## src/rtl/button_event_fsm_if.sv

```systemverilog
// Button event bundle: debounced level in, registered event pulses and press counter out.
// master = event FSM side, slave = debounce source / event consumer side.
interface button_event_fsm_if;
  logic       btn_level;
  logic       press_pulse;
  logic       release_pulse;
  logic       long_pulse;
  logic       repeat_pulse;
  logic       held;
  logic [7:0] press_count;

  modport master (
    input  btn_level,
    output press_pulse, release_pulse, long_pulse, repeat_pulse, held, press_count
  );

  modport slave (
    output btn_level,
    input  press_pulse, release_pulse, long_pulse, repeat_pulse, held, press_count
  );
endinterface

```

## src/rtl/button_event_fsm.sv

```systemverilog
// Turns a debounced button level into one-cycle press/release/long/repeat pulses and a press count.
// Optional macro AUTO_REPEAT_EN enables repeat_pulse generation while the button is held in LONG.
module button_event_fsm #(
  parameter int unsigned LONG_COUNT   = 3_000_000,
  parameter int unsigned REPEAT_COUNT = 1_000_000,
  parameter int          CNT_W        = 24
) (
  input  logic                clk,
  input  logic                reset,
  button_event_fsm_if.master  bus
);

  if (LONG_COUNT < 2 || REPEAT_COUNT < 2 ||
      64'(LONG_COUNT) > (64'd1 << CNT_W) || 64'(REPEAT_COUNT) > (64'd1 << CNT_W)) begin : g_bad_params
    $error("button_event_fsm: LONG_COUNT and REPEAT_COUNT must lie in 2..2**CNT_W");
  end

  localparam logic [CNT_W-1:0] LONG_M1 = CNT_W'(LONG_COUNT - 1);
`ifdef AUTO_REPEAT_EN
  localparam logic [CNT_W-1:0] REP_M1  = CNT_W'(REPEAT_COUNT - 1);
`endif

  typedef enum logic [1:0] {
    IDLE    = 2'd0,
    PRESSED = 2'd1,
    LONG    = 2'd2
  } state_t;

  state_t           state;
  logic             btn_q;
  logic [CNT_W-1:0] cnt;
  logic             rise;

  assign rise = bus.btn_level & ~btn_q;

  always_ff @(posedge clk or negedge reset) begin
    if (!reset) begin
      state             <= IDLE;
      btn_q             <= 1'b0;
      cnt               <= '0;
      bus.press_pulse   <= 1'b0;
      bus.release_pulse <= 1'b0;
      bus.long_pulse    <= 1'b0;
      bus.repeat_pulse  <= 1'b0;
      bus.held          <= 1'b0;
      bus.press_count   <= 8'd0;
    end else begin
      btn_q             <= bus.btn_level;
      bus.press_pulse   <= 1'b0;
      bus.release_pulse <= 1'b0;
      bus.long_pulse    <= 1'b0;
      bus.repeat_pulse  <= 1'b0;

      case (state)
        IDLE: begin
          // A level that was already high (no rise) never re-arms a press.
          if (rise) begin
            state           <= PRESSED;
            cnt             <= '0;
            bus.press_pulse <= 1'b1;
            bus.press_count <= bus.press_count + 8'd1;
            bus.held        <= 1'b1;
          end
        end

        PRESSED: begin
          if (!bus.btn_level) begin
            state             <= IDLE;
            cnt               <= '0;
            bus.release_pulse <= 1'b1;
            bus.held          <= 1'b0;
          end else if (cnt == LONG_M1) begin
            state          <= LONG;
            cnt            <= '0;
            bus.long_pulse <= 1'b1;
          end else begin
            cnt <= cnt + 1'b1;
          end
        end

        LONG: begin
          // Release is tested first so it wins over a repeat due in the same cycle.
          if (!bus.btn_level) begin
            state             <= IDLE;
            cnt               <= '0;
            bus.release_pulse <= 1'b1;
            bus.held          <= 1'b0;
          end else begin
`ifdef AUTO_REPEAT_EN
            if (cnt == REP_M1) begin
              cnt              <= '0;
              bus.repeat_pulse <= 1'b1;
            end else begin
              cnt <= cnt + 1'b1;
            end
`else
            cnt <= '0;
`endif
          end
        end

        default: begin
          state    <= IDLE;
          cnt      <= '0;
          bus.held <= 1'b0;
        end
      endcase
    end
  end

endmodule

```

## src/flat_wrapper.sv

```systemverilog
// flat-port wrapper written by rule: the top's interface ports become plain ports
module button_event_fsm_flat 
#(
  parameter int unsigned LONG_COUNT   = 3_000_000,
  parameter int unsigned REPEAT_COUNT = 1_000_000,
  parameter int          CNT_W        = 24
)
  (clk, reset, bus_btn_level, bus_press_pulse, bus_release_pulse, bus_long_pulse, bus_repeat_pulse, bus_held, bus_press_count);
  button_event_fsm_if bus_i ();
  input  logic clk;
  input  logic reset;
  input wire logic [$bits(bus_i.btn_level)-1:0] bus_btn_level;
  output wire logic [$bits(bus_i.press_pulse)-1:0] bus_press_pulse;
  output wire logic [$bits(bus_i.release_pulse)-1:0] bus_release_pulse;
  output wire logic [$bits(bus_i.long_pulse)-1:0] bus_long_pulse;
  output wire logic [$bits(bus_i.repeat_pulse)-1:0] bus_repeat_pulse;
  output wire logic [$bits(bus_i.held)-1:0] bus_held;
  output wire logic [$bits(bus_i.press_count)-1:0] bus_press_count;
  assign bus_i.btn_level = bus_btn_level;
  assign bus_press_pulse = bus_i.press_pulse;
  assign bus_release_pulse = bus_i.release_pulse;
  assign bus_long_pulse = bus_i.long_pulse;
  assign bus_repeat_pulse = bus_i.repeat_pulse;
  assign bus_held = bus_i.held;
  assign bus_press_count = bus_i.press_count;
  button_event_fsm #(.LONG_COUNT(LONG_COUNT), .REPEAT_COUNT(REPEAT_COUNT), .CNT_W(CNT_W)) u_core (.clk(clk), .reset(reset), .bus(bus_i));
endmodule
```

## config.mk

```make
export PLATFORM = sky130hd
export DESIGN_NAME = button_event_fsm_flat
export DESIGN_NICKNAME = d
export VERILOG_FILES = /design/src/rtl/button_event_fsm_if.sv /design/src/rtl/button_event_fsm.sv /design/src/flat_wrapper.sv
export SDC_FILE = /design/constraint.sdc
export NUM_CORES = 1
export LEC_CHECK = 0
export CAP_MARGIN = 20
export CORE_UTILIZATION = 45
export DETAILED_ROUTE_END_ITERATION = 12
export HOLD_SLACK_MARGIN = 0.15
export PLACE_DENSITY = 0.69
export SYNTH_ARGS = -nofsm -noshare
export SYNTH_HDL_FRONTEND = slang
export SYNTH_SLANG_ARGS = --single-unit
```

## constraint.sdc

```tcl
create_clock -name clk -period 3.5 [get_ports clk]
set_input_delay 0.35 -clock clk [delete_from_list [all_inputs] [get_ports clk]]
set_output_delay 0.35 -clock clk [all_outputs]
set_load 0.01 [all_outputs]
```

==> reports/results.ini, run 1 <==
[synth]
synth.most_common_cell = dfrtp_1
synth_common_cells = 39 x dfrtp_1, 28 x nand2_1, 23 x nor2_1
synth_top_area_share_pct = 48.9
synth_edf_count = 0
synth_area_leader_cell = dfrtp_1
syn_area_um2 = 1990
synthCells = 207
syn_area_per_cell_um2 = 9.63
synthTopCellsByArea = dfrtp_1 49%, nand2_1 5.3%, xor2_1 5.3%, nand3_1 4.8%, nor2_1 4.3%
synth-main-ff-cell = dfrtp_1
yosysUniqueCellTypes = 42
ys_ff_latch = 39
syn-num-nets = 215
synthArstFlopShare_pct = 100
yosys_warnings = 0
yosysSeqAreaShare_pct = 48.9

[clocking]
root_buffer = clkbuf_8
cts_sinks = 39
numCtsBuffers = 5
cts.htree.levels = 2
cts.path.max_buffers = 2
cts.repair.resized = 0
clkTransAtPathRegs_ns = 0.08
post-cts-setup-buffers = 0
cts_hold_buffers = 0
worst_skew_pair.late_latency_ns = 0.30
tritoncts = done

[route]
vias = 1513
antenna_left = 0
via_per_inst = 5.52
finalWirelength_mm = 3.80
wl_per_cell_um = 13.9
drtPass1Iterations = 4
drcViolationCount = 0
drt_iter0_drc = 85

[critical_path]
critical-path-max-stage-delay_ns = 0.67
worst_path_max_delay_cell = nor2_1
rrSetupSlack_ns = 0.99
endpoint_kind = register
r2r_cells = 5
cp-startpoint = u_core.cnt[20]
cp-endpoint = u_core.cnt[9]
critPathArrivalTime_ns = 2.65
worstReg2RegStart = u_core.cnt[20]
cp.required_ns = 3.65
worst_path_most_repeated_cell = nor2_1
worstSetupStartpointType = register
path_class = reg -> reg
cp_cell_sequence = or4_4, nor4_4, a31oi_4, nor2_1, nor2_1
r2r_end = u_core.cnt[9]
cp_max_fo = 17

[timing]
final.setup.worst_slack_ns = 0.991
tightest_slew_ns = 0.829
slew-limit-headroom_pct = 44.7
fin_skew_ns = 0.0106
fin_setup_tns_ns = 0
hold_viol_final = 0
fmax_mhz = 399
setup_viol = 0
rsz0062_at_grt = no
drv_slew = 0
finalCriticalPeriod_ns = 2.51
period_share_pct = 71.7

[die]
die_width_um = 68.6
die-area_um2 = 4700
rows = 23
start_util_pct = 48.5
coreArea_um2 = 4120
die_h_um = 68.6
io_pins = 16

[placed_design]
dp_cells = 266
dp_hpwl_mm = 2.59
io_buffers = 14
place_congestion = 0.857
dp_slack_ns = 0.953

[global_route]
grt_pass1_wl_mm = 6.36
track_usage_pct = 18.9
first_global_vias = 1338
grt_max_degree = 40
gr-total-overflow = 0
antenna_found_initial = 0

[pwr]
p_per_area_nw_per_um2 = 539
ir_drop_v = 0.000248
p_leak_nw = 0.964

[finish]
fillers = 390
fin_nets = 231
syn_to_final_growth_pct = 14.0
diodes = 0
seq_area_um2 = 976
multiInputGateArea_um2 = 957
layout-drive-gt1-share_pct = 6.70
final_cells = 274

[min_path]
hold_class = in -> async

[outcome]
outcome = completed

[flow_run]
maxCapViolations = 0

==> cell usage in the layout (no fill, tap or decap), drive strengths merged, types with 3 or more instances in the layout <==
cell	instances
nor3	5
dfrtp	39
xor2	12
clkdlybuf4s50	13
nand2	28
inv	6
xnor2	6
a31oi	5
nor2	23
o21ai	9
and3	5
clkbuf	5
nand4	9
nand4b	3
ha	5
nand3	19
==> worst max-delay path: cells and delay by family, from the launching register on <==
family,cells,cell delay [ns]
simple gates,4,1.68
compound gates,1,0.26
flops,1,0.42
==> registers in the layout, summed over array words and instances, names as in the netlist <==
signal	count
u_core.bus.press_count	8
u_core.state	2
u_core.bus.long_pulse	1
u_core.bus.release_pulse	1
u_core.cnt	24
u_core.bus.press_pulse	1
u_core.bus.held	1
u_core.btn_q	1
==> per-layer routing <==
layer / wire length [um] / vias to the layer above / global-route usage (%) / share of wire [%]
met5: 0 / - / 0 / 0
met4: 29 / 0 / 5.73 / 0.76
met3: 170 / 4 / 5.10 / 4.5
met2: 1630 / 37 / 27.9 / 43
met1: 1970 / 700 / 26.9 / 52
li1: - / 772 / - / -
==> layout make-up <==
| class | count | area share (%) |
|---|---|---|
| inverter | 6 | 0.991 |
| sequential | 39 | 42.9 |
| clock buffer | 5 | 3.03 |
| multi-input combinational | 156 | 42.1 |
| timing repair buffer | 15 | 6.27 |
| clock inverter | 3 | 1.93 |
| tap | 50 | 2.75 |
==> per-stage QoR <==
step	cell area, um^2	util (%)	total power, mW	hold WS (ns)
after floorplan	1990	-	0.740	0.0544
after global placement	2160	52.5	0.860	0.461
after detailed placement	2160	52.5	0.863	0.462
after CTS	2270	55.2	1.24	0.182
after global routing	2270	55.2	1.30	0.228
final	2270	55.2	1.23	0.148
==> power breakdown <==
part	switching (mW)	internal [mW]	total (mW)	leakage [nW]
clock network	0.161	0.212	0.373	0.0581
registers	0.0515	0.501	0.553	0.531
logic	0.167	0.133	0.300	0.375
total	0.379	0.847	1.23	0.964
==> logic make-up (layout without fill, tap and decap cells) <==
logic type / Yosys count / after routing / synth area share, %
and+or+nand+nor: 105 / 105 / 27.0
DFF: 39 / 39 / 48.9
AOI/OAI and AO/OA: 27 / 27 / 9.72
xor gates and xnor gates: 18 / 18 / 7.90
buffers and inverters: 12 / 29 / 3.07
adders and majority gates: 5 / 5 / 3.14
other: 1 / 1 / 0.188
==> worst min path at each step <==
| stage | to | slack [ns] | cells past startpoint |
|---|---|---|---|
| global placement | u_core.bus.press_count[7] | 0.46 | 1 |
| finish | u_core.bus.press_count[0] | 0.15 | 1 |
| detailed placement | u_core.bus.press_count[7] | 0.46 | 1 |
| global route | u_core.bus.press_count[0] | 0.23 | 1 |
| CTS | u_core.bus.press_count[0] | 0.18 | 1 |
| floorplan | u_core.btn_q | 0.05 | 0 |
Note: power is estimated with default switching activity, not from simulation.
==> run 2, diff against run 1 <==
==> constraint.sdc (replaced) <==
create_clock -name clk -period 2.35 [get_ports clk]
set_input_delay 0.235 -clock clk [delete_from_list [all_inputs] [get_ports clk]]
set_output_delay 0.235 -clock clk [all_outputs]
set_load 0.01 [all_outputs]
==> reports/results.ini, run 2 (same netlist as run 1, synthesis figures left out) <==
[critical_path]
endpoint_kind = register  ; unchanged
r2r_end = u_core.cnt[21]  ; was u_core.cnt[9]
cp.required_ns = 2.54  ; was 3.65 ns
path_class = reg -> reg  ; unchanged
cp_max_fo = 17  ; unchanged
worstReg2RegStart = u_core.cnt[20]  ; unchanged
rrSetupSlack_ns = 0.26  ; was 0.99 ns
worstSetupStartpointType = register  ; unchanged
r2r_cells = 6  ; was 5
critPathArrivalTime_ns = 2.27  ; was 2.65 ns

[clocking]
cts_sinks = 39  ; unchanged
cts_hold_buffers = 1  ; was 0
worst_skew_pair.late_latency_ns = 0.30  ; about the same
post-cts-setup-buffers = 0  ; unchanged
cts.path.max_buffers = 2  ; unchanged
numCtsBuffers = 5  ; unchanged
cts.htree.levels = 2  ; unchanged
tritoncts = done  ; unchanged
cts.repair.resized = 0  ; unchanged
clkTransAtPathRegs_ns = 0.08  ; about the same
root_buffer = clkbuf_8  ; unchanged

[die]
rows = 23  ; unchanged
die_width_um = 68.6  ; unchanged
die-area_um2 = 4700  ; unchanged
start_util_pct = 48.5  ; unchanged
die_h_um = 68.6  ; unchanged
io_pins = 16  ; unchanged
coreArea_um2 = 4120  ; unchanged

[placed_design]
dp_hpwl_mm = 2.76  ; was 2.59 mm
place_congestion = 0.920  ; was 0.857
io_buffers = 14  ; unchanged

[route]
wl_per_cell_um = 14.1  ; was 13.9 um
drtPass1Iterations = 4  ; unchanged
vias = 1580  ; was 1513
drt_iter0_drc = 136  ; was 85
via_per_inst = 5.64  ; was 5.52
finalWirelength_mm = 3.96  ; was 3.80 mm
drcViolationCount = 0  ; unchanged
antenna_left = 0  ; unchanged

[timing]
period_share_pct = 88.8  ; was 71.7%
setup_viol = 0  ; unchanged
fmax_mhz = 479  ; was 399 MHz
drv_slew = 0  ; unchanged
finalCriticalPeriod_ns = 2.09  ; was 2.51 ns
hold_viol_final = 0  ; unchanged
slew-limit-headroom_pct = 44.6  ; was 44.7%
fin_skew_ns = 0.00504  ; was 0.0106 ns
fin_setup_tns_ns = 0  ; unchanged
holdWs_ns = 0.481  ; was 0.148 ns
rsz0062_at_grt = no  ; unchanged
tightest_slew_ns = 0.832  ; was 0.829 ns

[min_path]
hold_class = reg -> reg  ; was in -> async
whs_path_depth = 1
min_to = u_core.bus.press_count[7]
hold_start = u_core.bus.press_count[7]

[outcome]
outcome = completed  ; unchanged

[flow_run]
maxCapViolations = 0  ; unchanged

[global_route]
grt_max_degree = 40  ; unchanged
grt_pass1_wl_mm = 6.64  ; was 6.36 mm
first_global_vias = 1371  ; was 1338
antenna_found_initial = 0  ; unchanged
gr-total-overflow = 0  ; unchanged
track_usage_pct = 19.8  ; was 18.9%

[finish]
final_common_cell = dfrtp_1  ; unchanged
syn_to_final_growth_pct = 16.8  ; was 14.0%
layout-drive-gt1-share_pct = 8.70  ; was 6.70%
regMostFlops = u_core.cnt  ; unchanged
reg.largest.list = u_core.cnt (24), u_core.bus.press_count (8), u_core.state (2)  ; unchanged
fin_nets = 237  ; was 231
fillers = 365  ; was 390
diodes = 0  ; unchanged
layout_common_cells = 39 x dfrtp_1, 28 x nand2_1, 23 x nor2_1  ; unchanged
largest_register_ffs = 24  ; unchanged

[pwr]
p_per_area_nw_per_um2 = 810  ; was 539 nW/um^2
ir_drop_v = 0.000391  ; was 0.000248 V
p_leak_nw = 0.997  ; was 0.964 nW

-- run 2: changes by cell type in the layout (fill, tap and decap cells not counted), sizes merged --
cell and change:
inv +1, dlygate4sd3 +1, clkbuf +1, clkinv -2
buf +5
-- run 2: worst max-delay path: stages (launching register included) --
cell,delay (ns)
dfrtp_1,0.42
or4_4,0.56
nor4_4,0.33
a31oi_4,0.26
nor2_1,0.15
buf_4,0.19
nor2_1,0.06
-- run 2: metal layers --
metal	wire, um	track usage (%)	vias to the layer above
met4	93	9.38	0
met5	0	0	-
met1	1900	27.0	738
met3	230	6.25	10
li1	-	-	777
met2	1740	28.3	55
-- run 2: report_power, final --
part	switching (mW)	leakage (nW)	internal (mW)
Clock	0.244	0.0618	0.349
Combinational	0.251	0.404	0.221
Sequential	0.0770	0.531	0.746
-- run 2: final cells by class --
cell class	count	area (um^2)	area share [%]
Multi-Input combinational cell	156	957	41.1
Timing Repair Buffer	21	190	8.16
Sequential cell	39	976	41.9
Clock inverter	2	38.8	1.66
Tap cell	50	62.6	2.69
Clock buffer	6	82.6	3.54
Inverter	6	22.5	0.967
-- run 2: how the worst max path moves through the flow --
| stage | startpoint | end | slack (ns) | cells past startpoint |
|---|---|---|---|---|
| 5_1_grt | u_core.cnt[0] | u_core.cnt[15] | 0.13 | 7 |
| 3_5_place_dp | u_core.cnt[20] | u_core.cnt[21] | 0.28 | 6 |
| 3_3_place_gp | u_core.cnt[17] | u_core.cnt[3] | 0.31 | 6 |
| 4_1_cts | u_core.cnt[20] | u_core.cnt[21] | 0.27 | 6 |
| 6_report | u_core.cnt[20] | u_core.cnt[21] | 0.26 | 6 |
| 2_1_floorplan | u_core.cnt[20] | u_core.cnt[18] | 0.42 | 6 |
-- run 2: stage by stage --
step                      cells  util, %  total power [mW]  area [um^2]  worst slack [ns]
after floorplan             207        -              1.10         1990             0.420
after global placement      271     53.4              1.30         2200             0.309
after detailed placement    271     53.4              1.31         2200             0.283
after CTS                   280     56.6              1.91         2330             0.270
after global routing        280     56.6              2.01         2330             0.127
final                       280     56.6              1.89         2330             0.263
==> run 3, diff against run 2 <==
--- a/config.mk
+++ b/config.mk
@@ -6,10 +6,11 @@
 export NUM_CORES = 1
 export LEC_CHECK = 0
 export CAP_MARGIN = 20
-export CORE_UTILIZATION = 45
+export CORE_UTILIZATION = 57
 export DETAILED_ROUTE_END_ITERATION = 12
 export HOLD_SLACK_MARGIN = 0.15
-export PLACE_DENSITY = 0.69
+export PLACE_DENSITY = 0.83
+export SLEW_MARGIN = 10
 export SYNTH_ARGS = -nofsm -noshare
 export SYNTH_HDL_FRONTEND = slang
 export SYNTH_SLANG_ARGS = --single-unit
==> reports/results.ini, run 3 (same netlist as run 1, synthesis figures left out) <==
[route]
wl_per_cell_um = 14.4  ; was 14.1 um
antenna_left = 0  ; unchanged
drt_iter0_drc = 96  ; was 136
finalWirelength_mm = 3.99  ; was 3.96 mm
drtPass1Iterations = 4  ; unchanged
vias = 1630  ; was 1580
drcViolationCount = 0  ; unchanged
via_per_inst = 5.88  ; was 5.64

[clocking]
clkTransAtPathRegs_ns = 0.11  ; was 0.08 ns
root_buffer = clkbuf_4  ; was clkbuf_8
numCtsBuffers = 5  ; unchanged
cts.htree.levels = 2  ; unchanged
cts_hold_buffers = 1  ; unchanged
cts.path.max_buffers = 2  ; unchanged
cts.repair.resized = 0  ; unchanged
cts_sinks = 39  ; unchanged
post-cts-setup-buffers = 0  ; unchanged
worst_skew_pair.late_latency_ns = 0.34  ; was 0.30 ns
tritoncts = done  ; unchanged

[timing]
hold_viol_final = 0  ; unchanged
slew-limit-headroom_pct = 43.8  ; was 44.6%
final.setup.worst_slack_ns = 0.217  ; was 0.263 ns
fin_setup_tns_ns = 0  ; unchanged
setup_viol = 0  ; unchanged
holdWs_ns = 0.474  ; was 0.481 ns
tightest_slew_ns = 0.843  ; was 0.832 ns
finalCriticalPeriod_ns = 2.13  ; was 2.09 ns
fmax_mhz = 469  ; was 479 MHz
fin_skew_ns = 0.00426  ; was 0.00504 ns
drv_slew = 0  ; unchanged
period_share_pct = 90.8  ; was 88.8%
rsz0062_at_grt = no  ; unchanged

[placed_design]
dp_cells = 268  ; was 271
dp_slack_ns = 0.252  ; was 0.283 ns
placed_area_um2 = 2200  ; about the same
place_congestion = 0.903  ; was 0.920
io_buffers = 14  ; unchanged
dp_hpwl_mm = 2.82  ; was 2.76 mm

[finish]
diodes = 0  ; unchanged
fin_util_pct = 68.3  ; was 56.6%
fillers = 280  ; was 365
reg.largest.list = u_core.cnt (24), u_core.bus.press_count (8), u_core.state (2)  ; unchanged
largest_register_ffs = 24  ; unchanged
layout_common_cells = 39 x dfrtp_1, 28 x nand2_1, 23 x nor2_1  ; unchanged
regMostFlops = u_core.cnt  ; unchanged
layout-drive-gt1-share_pct = 8.66  ; was 8.70%
postLayoutCellArea_um2 = 2280  ; was 2330 um^2
syn_to_final_growth_pct = 14.3  ; was 16.8%
fin_nets = 238  ; was 237
final_cells = 277  ; was 280
final_common_cell = dfrtp_1  ; unchanged

[global_route]
grt_max_degree = 40  ; unchanged
track_usage_pct = 25.9  ; was 19.8%
first_global_vias = 1586  ; was 1371
antenna_found_initial = 0  ; unchanged
gr-total-overflow = 0  ; unchanged
grt_pass1_wl_mm = 6.97  ; was 6.64 mm

[critical_path]
worstReg2RegStart = u_core.cnt[20]  ; unchanged
crit_family = simple AND/OR/NAND/NOR gates  ; unchanged
critPathArrivalTime_ns = 2.37  ; was 2.27 ns
cp_cell_sequence = or4_4, nor4_4, a31oi_4, nor2_1, buf_4, nor2_1  ; unchanged
worst_path_most_repeated_cell = nor2_1  ; unchanged
worstSetupStartpointType = register  ; unchanged
critical-path-max-stage-delay_ns = 0.57  ; was 0.56 ns
worst_path_max_delay_cell = or4_4  ; unchanged
cp-endpoint = u_core.cnt[15]  ; was u_core.cnt[21]
cp_max_fo = 17  ; unchanged
cp.required_ns = 2.59  ; was 2.54 ns
r2r_end = u_core.cnt[15]  ; was u_core.cnt[21]
crit_buf_inv = 1  ; unchanged
r2r_cells = 6  ; unchanged
path_class = reg -> reg  ; unchanged
cp_num_cells = 6  ; unchanged
cp-startpoint = u_core.cnt[20]  ; unchanged
rrSetupSlack_ns = 0.22  ; was 0.26 ns
endpoint_kind = register  ; unchanged

[pwr]
p_per_area_nw_per_um2 = 733  ; was 810 nW/um^2
power_mw = 1.67  ; was 1.89 mW
ir_drop_v = 0.000444  ; was 0.000391 V
p_leak_nw = 0.978  ; was 0.997 nW

[die]
coreArea_um2 = 3340  ; was 4120 um^2
die_h_um = 61.2  ; was 68.6 um
start_util_pct = 59.8  ; was 48.5%
io_pins = 16  ; unchanged
die_width_um = 61.2  ; was 68.6 um
rows = 21  ; was 23
die-area_um2 = 3740  ; was 4700 um^2

[min_path]
hold_class = reg -> reg  ; unchanged

[flow_run]
maxCapViolations = 0  ; unchanged

[outcome]
outcome = completed  ; unchanged

-- run 3: cell types whose count changed in the layout (fill, tap and decap cells not counted), sizes merged --
cell / delta
bufinv: -1
buf: +1
clkbuf: +2
inv: -1
-- run 3: layout make-up --
class                      instances  area, um^2  share of cell area [%]
multi-input combinational        156         957                    42.0
sequential                        39         976                    42.8
inverter                           6        22.5                   0.988
timing repair buffer              22         198                    8.67
tap                               46        57.6                    2.52
clock buffer                       8        68.8                    3.02
-- run 3: worst min-delay path by stage --
stage / from / endpoint / depth (start not counted)
4_1_cts: bus_btn_level / u_core.btn_q / 1
6_report: u_core.bus.press_count[7] / u_core.bus.press_count[7] / 1
2_1_floorplan: reset / u_core.btn_q / 0
3_5_place_dp: reset / u_core.bus.held / 1
5_1_grt: bus_btn_level / u_core.btn_q / 1
3_3_place_gp: reset / u_core.bus.held / 1
-- run 3: power by group --
group | switching [mW] | leakage, nW | internal [mW]
sequential | 0.0749 | 0.531 | 0.746
clock | 0.211 | 0.0386 | 0.176
combinational | 0.250 | 0.409 | 0.214
total | 0.536 | 0.978 | 1.14
-- run 3: per-layer routing --
metal / share of wire [%] / GRT usage (%) / up-vias
met4: 1.7 / 10.1 / 0
met3: 5.6 / 7.35 / 10
met5: 0 / 0 / -
met2: 49 / 42.7 / 63
met1: 43 / 32.3 / 773
li1: - / - / 784
